$ cat config.mk
export PLATFORM = sky130hd
export DESIGN_NAME = sos_detector
export DESIGN_NICKNAME = d
export VERILOG_FILES = /design/src/rtl/sos_pkg.sv /design/src/rtl/sos_pulse_classifier.sv /design/src/rtl/sos_detector.sv
export SDC_FILE = /design/constraint.sdc
export NUM_CORES = 1
export LEC_CHECK = 0
export ABC_CLOCK_PERIOD_IN_PS = 3250
export CELL_PAD_IN_SITES_DETAIL_PLACEMENT = 0
export CELL_PAD_IN_SITES_GLOBAL_PLACEMENT = 2
export CORE_MARGIN = 2
export CORE_UTILIZATION = 42
export CTS_CLUSTER_SIZE = 28
export DETAILED_ROUTE_END_ITERATION = 12
export GPL_TIMING_DRIVEN = 0
export HOLD_SLACK_MARGIN = 0.06
export PLACE_DENSITY_LB_ADDON = 0.1
export SKIP_CTS_REPAIR_TIMING = 1
export SLEW_MARGIN = 10
export SYNTH_ARGS = -nofsm -noshare
export SYNTH_HDL_FRONTEND = slang
export SYNTH_SLANG_ARGS = --single-unit
$ cat constraint.sdc
create_clock -name clk -period 3.25 [get_ports clk]
set_input_delay 0.65 -clock clk [delete_from_list [all_inputs] [get_ports clk]]
set_output_delay 0.65 -clock clk [all_outputs]
set_load 0.02 [all_outputs]
$ cat src/rtl/sos_pkg.sv
// Shared symbol encodings, SOS pattern and classifier FSM states for the SOS receiver.
package sos_pkg;

  localparam logic SYM_DOT  = 1'b0;
  localparam logic SYM_DASH = 1'b1;

  localparam int SOS_LEN   = 9;
  localparam int SOS_CNT_W = $clog2(SOS_LEN + 1);

  localparam logic [SOS_LEN-1:0] SOS_PATTERN = 9'b000111000;

  typedef enum logic [1:0] {
    IDLE  = 2'd0,
    MARK  = 2'd1,
    SPACE = 2'd2
  } state_t;

  // Symbol counter only needs to know "at least SOS_LEN seen".
  function automatic logic [SOS_CNT_W-1:0] sym_count_inc(input logic [SOS_CNT_W-1:0] c);
    logic [SOS_CNT_W-1:0] len_c;
    len_c = SOS_CNT_W'(SOS_LEN);
    return (c >= len_c) ? len_c : c + 1'b1;
  endfunction

endpackage

$ cat src/rtl/sos_pulse_classifier.sv
// Run-length FSM for the serial Morse line: measures marks/spaces and emits combinational
// strobes for dot/dash symbols, out-of-window marks and inter-symbol gap timeouts.
module sos_pulse_classifier
  import sos_pkg::*;
#(
  parameter int CNT_W    = 5,
  parameter int DOT_MIN  = 1,
  parameter int DOT_MAX  = 2,
  parameter int DASH_MIN = 3,
  parameter int DASH_MAX = 5,
  parameter int GAP_MAX  = 8
) (
  input  logic clk,
  input  logic rst,
  input  logic dataIn,
  output logic sym_stb,
  output logic sym_type,
  output logic err_stb,
  output logic timeout_stb
);

  generate
    if (!(DOT_MIN >= 1 && DOT_MIN <= DOT_MAX && DOT_MAX < DASH_MIN &&
          DASH_MIN <= DASH_MAX && DASH_MAX < (2**CNT_W) - 1 &&
          GAP_MAX >= 1 && GAP_MAX + 1 <= (2**CNT_W) - 1)) begin : g_param_check
      $error("sos_pulse_classifier: illegal dot/dash/gap window parameters");
    end
  endgenerate

  localparam logic [CNT_W-1:0] CNT_MAX  = '1;
  localparam logic [CNT_W-1:0] CNT_ONE  = CNT_W'(1);
  localparam logic [CNT_W-1:0] GAP_END  = CNT_W'(GAP_MAX + 1);
  localparam logic [CNT_W-1:0] DOT_LO   = CNT_W'(DOT_MIN);
  localparam logic [CNT_W-1:0] DOT_HI   = CNT_W'(DOT_MAX);
  localparam logic [CNT_W-1:0] DASH_LO  = CNT_W'(DASH_MIN);
  localparam logic [CNT_W-1:0] DASH_HI  = CNT_W'(DASH_MAX);

  state_t           state_reg, state_next;
  logic [CNT_W-1:0] mark_cnt_reg, mark_cnt_next;
  logic [CNT_W-1:0] space_cnt_reg, space_cnt_next;
  logic             is_dot, is_dash;

  // A saturated counter lands above DASH_MAX and therefore falls into the error case.
  assign is_dot  = (mark_cnt_reg >= DOT_LO)  && (mark_cnt_reg <= DOT_HI);
  assign is_dash = (mark_cnt_reg >= DASH_LO) && (mark_cnt_reg <= DASH_HI);

  always_ff @(posedge clk or posedge rst) begin
    if (rst) begin
      state_reg     <= IDLE;
      mark_cnt_reg  <= '0;
      space_cnt_reg <= '0;
    end else begin
      state_reg     <= state_next;
      mark_cnt_reg  <= mark_cnt_next;
      space_cnt_reg <= space_cnt_next;
    end
  end

  always_comb begin
    state_next     = state_reg;
    mark_cnt_next  = mark_cnt_reg;
    space_cnt_next = space_cnt_reg;
    sym_stb        = 1'b0;
    sym_type       = SYM_DOT;
    err_stb        = 1'b0;
    timeout_stb    = 1'b0;

    case (state_reg)
      IDLE: begin
        space_cnt_next = '0;
        if (dataIn) begin
          state_next    = MARK;
          mark_cnt_next = CNT_ONE;
        end
      end

      MARK: begin
        if (dataIn) begin
          if (mark_cnt_reg != CNT_MAX) begin
            mark_cnt_next = mark_cnt_reg + 1'b1;
          end
        end else begin
          if (is_dot) begin
            sym_stb  = 1'b1;
            sym_type = SYM_DOT;
          end else if (is_dash) begin
            sym_stb  = 1'b1;
            sym_type = SYM_DASH;
          end else begin
            err_stb = 1'b1;
          end
          state_next     = SPACE;
          mark_cnt_next  = '0;
          space_cnt_next = CNT_ONE;
        end
      end

      SPACE: begin
        // The timeout clear is taken first even if a new mark begins on this edge.
        if (space_cnt_reg == GAP_END) begin
          timeout_stb    = 1'b1;
          space_cnt_next = '0;
          if (dataIn) begin
            state_next    = MARK;
            mark_cnt_next = CNT_ONE;
          end else begin
            state_next = IDLE;
          end
        end else if (dataIn) begin
          state_next     = MARK;
          mark_cnt_next  = CNT_ONE;
          space_cnt_next = '0;
        end else if (space_cnt_reg != CNT_MAX) begin
          space_cnt_next = space_cnt_reg + 1'b1;
        end
      end

      default: begin
        state_next     = IDLE;
        mark_cnt_next  = '0;
        space_cnt_next = '0;
      end
    endcase
  end

endmodule

$ cat src/rtl/sos_detector.sv
// Morse SOS receiver: keeps a 9-symbol history and pulses sosFound on a non-overlapping match.
// Optional feature: define SOS_COUNT_EN to add the saturating sosCount[7:0] output.
module sos_detector
  import sos_pkg::*;
#(
  parameter int CNT_W    = 5,
  parameter int DOT_MIN  = 1,
  parameter int DOT_MAX  = 2,
  parameter int DASH_MIN = 3,
  parameter int DASH_MAX = 5,
  parameter int GAP_MAX  = 8
) (
  input  logic       clk,
  input  logic       rst,
  input  logic       dataIn,
  output logic       symValid,
  output logic       symDash,
  output logic       errPulse,
`ifdef SOS_COUNT_EN
  output logic       sosFound,
  output logic [7:0] sosCount
`else
  output logic       sosFound
`endif
);

  logic sym_stb, sym_type, err_stb, timeout_stb;

  sos_pulse_classifier #(
    .CNT_W    (CNT_W),
    .DOT_MIN  (DOT_MIN),
    .DOT_MAX  (DOT_MAX),
    .DASH_MIN (DASH_MIN),
    .DASH_MAX (DASH_MAX),
    .GAP_MAX  (GAP_MAX)
  ) u_classifier (
    .clk         (clk),
    .rst         (rst),
    .dataIn      (dataIn),
    .sym_stb     (sym_stb),
    .sym_type    (sym_type),
    .err_stb     (err_stb),
    .timeout_stb (timeout_stb)
  );

  logic [SOS_LEN-1:0]   history_reg, history_next, history_shift;
  logic [SOS_CNT_W-1:0] count_reg, count_next, count_inc;
  logic                 match;

  always_comb begin
    history_shift = {history_reg[SOS_LEN-2:0], sym_type};
    count_inc     = sym_count_inc(count_reg);
    match         = sym_stb && (count_inc >= SOS_CNT_W'(SOS_LEN)) &&
                    (history_shift == SOS_PATTERN);

    history_next = history_reg;
    count_next   = count_reg;
    // A match clears too, so a following SOS needs nine fresh symbols.
    if (timeout_stb || err_stb || match) begin
      history_next = '0;
      count_next   = '0;
    end else if (sym_stb) begin
      history_next = history_shift;
      count_next   = count_inc;
    end
  end

  always_ff @(posedge clk or posedge rst) begin
    if (rst) begin
      history_reg <= '0;
      count_reg   <= '0;
      symValid    <= 1'b0;
      symDash     <= 1'b0;
      errPulse    <= 1'b0;
      sosFound    <= 1'b0;
    end else begin
      history_reg <= history_next;
      count_reg   <= count_next;
      symValid    <= sym_stb;
      symDash     <= sym_stb & sym_type;
      errPulse    <= err_stb;
      sosFound    <= match;
    end
  end

`ifdef SOS_COUNT_EN
  logic [7:0] sos_count_reg;

  always_ff @(posedge clk or posedge rst) begin
    if (rst) begin
      sos_count_reg <= '0;
    end else if (match && (sos_count_reg != 8'hFF)) begin
      sos_count_reg <= sos_count_reg + 8'd1;
    end
  end

  assign sosCount = sos_count_reg;
`endif

endmodule

# ---- Word-level counts from Yosys, hierarchy flattened
# Cells that the tools add are included.
# Widths: inputs -> output; s select.
dict set report op_classes {
  n_reduce_logical 11
  n_eq_ne 10
  order_cmp 6
  addsub 3
  muxes 32
  bitwise_logic 1
}
# cell n
set op_table {}
lappend op_table {{$mux 5} 7}
lappend op_table {{$pmux 5 s2} 2}
lappend op_table {{$mux 8} 2}
lappend op_table {{$mux 1} 14}
lappend op_table {{$mux 4} 3}
lappend op_table {{$add 5x1->5 const B} 2}
lappend op_table {{$ne 5x5->1 const B} 2}
lappend op_table {{$eq 9x6->1 const B} 1}
lappend op_table {{$ge 4x4->1 const B} 2}
lappend op_table {{$mux 2} 3}
lappend op_table {{$pmux 2 s3} 1}
lappend op_table {{$eq 5x4->1 const B} 1}
lappend op_table {{$ge 5x1->1 const B} 1}
lappend op_table {{$ge 5x2->1 const B} 1}
lappend op_table {{$le 5x2->1 const B} 1}
lappend op_table {{$le 5x3->1 const B} 1}
lappend op_table {{$add 4x1->4 const B} 1}
lappend op_table {{$logic_and 1x1->1} 4}
lappend op_table {{$ne 4x2->1 const B} 1}
lappend op_table {{$reduce_and 2->1} 2}
lappend op_table {{$ne 3x2->1 const B} 1}
lappend op_table {{$eq 2x1->1 const B} 1}
lappend op_table {{$eq 2x2->1 const B} 1}
lappend op_table {{$logic_not 2->1} 1}
lappend op_table {{6 further kinds} 7}
dict set report totals {
  reg_bits 28
  elab_cells 72
  out_inout_bits 4
}

# ---- Logic depth before layout (Yosys ltp)
dict set report logic_depth {
  word_depth 10
  depth_mapped 8
  ltp_nobuf 7
}

# ---- Hierarchy
# Synthesis repeated with hierarchy kept, for this count alone.
dict set report unflattened {
  hier_cells 167
  area_unflattened_um2 1659.1
}
# mod seq_area_each_um2 area_per_inst_um2 instances cells_per_inst
set by_module_without_submodules {}
lappend by_module_without_submodules {sos_pulse_classifier 300.3 925.9 1 103}
lappend by_module_without_submodules {sos_detector 400.4 733.2 1 64}

# ---- Least setup slack after synthesis
# OpenSTA, ideal clock, no wires.
dict set report synth_path {
  path_kind {in2reg}
  startpoint {in dataIn}
  endpoint {reg count_reg[1]}
  stages 7
  setup_slack_ps 996
  setup_ps 126
  t_arrival_ps 2128
  required_time_ps 3124
  cell_sequence {buf_6 > nand2b_2 > clkbuf_8 > or4_4 > o32ai_2 > buf_6 > a21oi_2}
}
dict set report synth_via {
  elab_chain_len 6
  elab_cells_between_ends 13
}
# element line_no
set synth_lines {}
lappend synth_lines {{from (decl)} sos_detector.sv:15} ;# input logic dataIn,
lappend synth_lines {{$mux 1} sos_pulse_classifier.sv:78} ;# if (dataIn) begin
lappend synth_lines {{$mux 1} sos_pulse_classifier.sv:68} ;# case (state_reg)
lappend synth_lines {{$eq 9x6->1 / $logic_and 1x1->1 (equally long branches)} {sos_detector.sv:54, sos_detector.sv:53}}
lappend synth_lines {{$logic_and 1x1->1} sos_detector.sv:53} ;# match = sym_stb && (count_inc >= SOS_CNT_W'(SOS_LEN)) &&
lappend synth_lines {{$logic_or 1x1->1} sos_detector.sv:59} ;# if (timeout_stb || err_stb || match) begin
lappend synth_lines {{$mux 4 / $reduce_bool 2->1 (equally long branches)} -}
lappend synth_lines {{to (signal assigned)} sos_detector.sv:78} ;# count_reg <= count_next;
lappend synth_lines {{to (decl)} sos_detector.sv:47} ;# logic [SOS_CNT_W-1:0] count_reg, count_next, count_inc;
# Parallel ways exist; a longest one is shown, timed or not.
# A chain may end at the register's enable or synchronous reset.

# ---- Worst setup path after layout
dict set report layout_path {
  startpoint {reg u_classifier.state_reg[1]}
  endpoint {reg history_reg[3]}
}
dict set report layout_via {
  elab_chain_len 6
  elab_cells_between_ends 13
}
# element line_no
set layout_lines {}
lappend layout_lines {{from (decl)} sos_pulse_classifier.sv:38} ;# state_t state_reg, state_next;
lappend layout_lines {{from (signal assigned)} sos_pulse_classifier.sv:53} ;# state_reg <= state_next;
lappend layout_lines {{$eq 2x1->1} sos_pulse_classifier.sv:68}
lappend layout_lines {{$mux 1} sos_pulse_classifier.sv:68}
lappend layout_lines {{$eq 9x6->1 / $logic_and 1x1->1 (equally long branches)} {sos_detector.sv:54, sos_detector.sv:53}}
lappend layout_lines {{$logic_and 1x1->1} sos_detector.sv:53}
lappend layout_lines {{$logic_or 1x1->1} sos_detector.sv:59}
lappend layout_lines {{$mux 8 / $reduce_bool 2->1 (equally long branches)} -}
lappend layout_lines {{to (signal assigned)} sos_detector.sv:77} ;# history_reg <= history_next;
lappend layout_lines {{to (decl)} sos_detector.sv:46} ;# logic [SOS_LEN-1:0] history_reg, history_next, history_shift;
# Parallel ways exist; a longest one is shown, timed or not.

==> impl_metrics.json <==
{
  "status": "finished, final reports clean",
  "yosys-top-cells-count": "dfrtp_1, nand2_1, ha_1",
  "syn_inst": 182,
  "drc": 0,
  "cts_tree": "done",
  "path_clk_slew_ps": 90,
  "layout_min_cycle_time_ps": 2370,
  "die_h_um": 69.7,
  "fin_crit_sh_pct": 72.9,
  "port_buffers": 5,
  "synthFlopType": "dfrtp_1",
  "fillers": 382,
  "synth_edf_count": 0,
  "hp-start": "u_classifier.space_cnt_reg[4]",
  "max_clock_freq_mhz": 422,
  "dieWidth_um": 69.7,
  "setup_viol": 0,
  "leakagePower_nw": 0.858,
  "synth_area_leaders": "dfrtp_1, ha_1, a21oi_2",
  "synth_cell_types": 44,
  "synth_top_cell_area_share_pct": 38.7,
  "worst_ep_arrival_time_ps": 2530,
  "critical_path.max_stage_delay_ps": 490,
  "relSlewSlack_pct": 29.3,
  "fin_tns_setup_ps": 0,
  "async_reset_ff_share_pct": 100,
  "cts_buffers": 3,
  "cp-end-kind": "flop",
  "multi_input_area_um2": 973,
  "skew_ps": 10.0,
  "io_pins": 7,
  "clock_sinks": 28,
  "syn_area_mm2": 0.00181,
  "power_density_mw_per_mm2": 704,
  "post_drt_wl_per_cell_um": 15.2,
  "grt_pass1_vias": 1300,
  "drtPass1Iterations": 5,
  "cp_cell_sequence": "inv_1, ha_1, nand2b_2, clkbuf_8, or4_4, o32ai_2, buf_6, a21oi_2",
  "yosysWarnings": 0,
  "ctsHtreeMaxLevel": 1,
  "rrSetupSlack_ps": 880,
  "nNetsFinal": 210,
  "hpwl_um": 2600,
  "holdPathEnd": "u_classifier.space_cnt_reg[4]",
  "crit_family": "simple AND/OR/NAND/NOR gates",
  "vias": 1351,
  "track_usage_pct": 15.5,
  "hold_viol": 0,
  "cts_root_buffer": "clkbuf_8",
  "max-clock-path-buffers": 2,
  "drive_above_1_share_pct": 17.8,
  "ys_seq_elements": 28,
  "area_growth_pct": 10.2,
  "dr.first_iter.drc_count": 48,
  "critPathKind": "flop to flop",
  "grt_overflow": 0,
  "synth_area_leader_cell": "dfrtp_1",
  "start_util_pct": 44.3,
  "synth-seq-area-share_pct": 38.7,
  "rsz0062_at_grt": "no",
  "p_int_w": 0.000848,
  "hold_class": "flop to flop",
  "p_seq_share_pct": 34.2,
  "die_area_mm2": 0.00486,
  "path_max_fanout": 10,
  "clkPwrFrac_pct": 20.1,
  "finalMaxSlewViolations": 0,
  "num_rows": 23,
  "grt_max_degree": 29,
  "largest_reg_flops": 8,
  "clock_latency_ps": 280,
  "cp.required_ps": 3420,
  "synthMostInstantiatedCell": "dfrtp_1",
  "drv_cap": 0,
  "p_comb_share_pct": 45.7,
  "core_mm2": 0.00409,
  "regArea_um2": 701,
  "vias_per_cell": 5.61,
  "netSwitchingPower_w": 0.000556,
  "grt_pass1_wl_um": 6130,
  "r2r-end": "history_reg[3]",
  "netSwitchingFraction_pct": 39.6,
  "syn_nets": 200,
  "ant_nets": 0,
  "wirelength_um": 3650,
  "reg2reg_depth": 8,
  "critical_path_buf_inv_count": 3,
  "worst_slew_pin_slew_ps": 1050,
  "slowest_stage": "or4_4",
  "holdWs_ps": 517,
  "gp_congestion": 0.745,
  "n_antenna_cell": 0,
  "antenna_found_initial": 0,
  "min_path_cells": 2,
  "avgSynthCellArea_um2": 9.95,
  "start_kind": "flop",
  "ir_worst_vdd_mv": 0.444,
  "worstReg2RegStart": "u_classifier.state_reg[1]"
}
[worst max path at each step]
| stage | slack, ps | start | depth (start not counted) | to |
|---|---|---|---|---|
| 2_1_floorplan | 1000 | dataIn | 7 | count_reg[1] |
| 3_3_place_gp | 910 | dataIn | 7 | count_reg[0] |
| 3_5_place_dp | 880 | dataIn | 7 | history_reg[1] |
| 4_1_cts | 880 | u_classifier.state_reg[1] | 8 | history_reg[3] |
| 5_1_grt | 740 | u_classifier.state_reg[1] | 8 | history_reg[3] |
| 6_report | 880 | u_classifier.state_reg[1] | 8 | history_reg[3] |
[logic make-up (layout without fill, tap and decap cells)]
family          count (synthesis)  after routing  share of synthesized area [%]
fa+ha+maj                      15             15                           10.4
simple gates                   61             61                           17.9
flops                          28             28                           38.7
buf+inv                        20             29                           7.60
xor+xnor                        1              1                          0.484
compound gates                 57             57                           25.0
[placed cells by master (no fill, tap or decap), types with 4 or more instances in the layout]
cell	n
nand2_1	22
a21oi_1	5
nor2_1	7
or2_2	4
nand3_1	5
ha_1	15
a21oi_2	10
clkbuf_8	7
nor3_1	4
inv_1	12
o211ai_1	9
o21ai_0	9
clkdlybuf4s50_1	5
dfrtp_1	28
[tightest hold or removal path, delay by kind of cell, from the launching register on]
kind	cells	cell delay, ps
AOI/OAI and AO/OA	1	60
and+or+nand+nor	1	50
DFF	1	380
[stage by stage]
step / power, W / setup WS (ps) / utilization (%) / area, um^2 / cells
6_report: 0.00140 / 882 / 48.8 / 2000 / 241
5_1_grt: 0.00151 / 740 / 48.8 / 2000 / 241
4_1_cts: 0.00142 / 877 / 48.8 / 2000 / 241
3_5_place_dp: 0.00113 / 879 / 47.1 / 1920 / 237
3_3_place_gp: 0.00111 / 907 / 47.1 / 1920 / 237
2_1_floorplan: 0.000979 / 996 / - / 1810 / 182
[power by group through the flow]
stage | registers [W] | logic, W | clock network [W]
floorplan | 0.000478 | 0.000501 | 0
detailed placement | 0.000488 | 0.000642 | 0
global route | 0.000491 | 0.000711 | 0.000306
global placement | 0.000482 | 0.000630 | 0
CTS | 0.000480 | 0.000645 | 0.000295
finish | 0.000480 | 0.000642 | 0.000282
[layer usage]
| layer | wire length, um | global-route usage [%] | up-vias |
|---|---|---|---|
| li1 | - | - | 674 |
| met1 | 1790 | 19.9 | 662 |
| met2 | 1770 | 26.9 | 13 |
| met3 | 78 | 3.49 | 2 |
| met4 | 17 | 2.99 | 0 |
| met5 | 0 | 0 | - |
[final cells by class]
type                    count  area share [%]
repair buffers              5            2.51
clock inverters             1            1.50
plain buffers               7            4.45
inverters                  13            2.45
clock buffers               3            2.07
multi-input cells         134            48.8
flip-flops and latches     28            35.1
well taps                  50            3.13
Note: power is estimated with default switching activity, not from simulation.
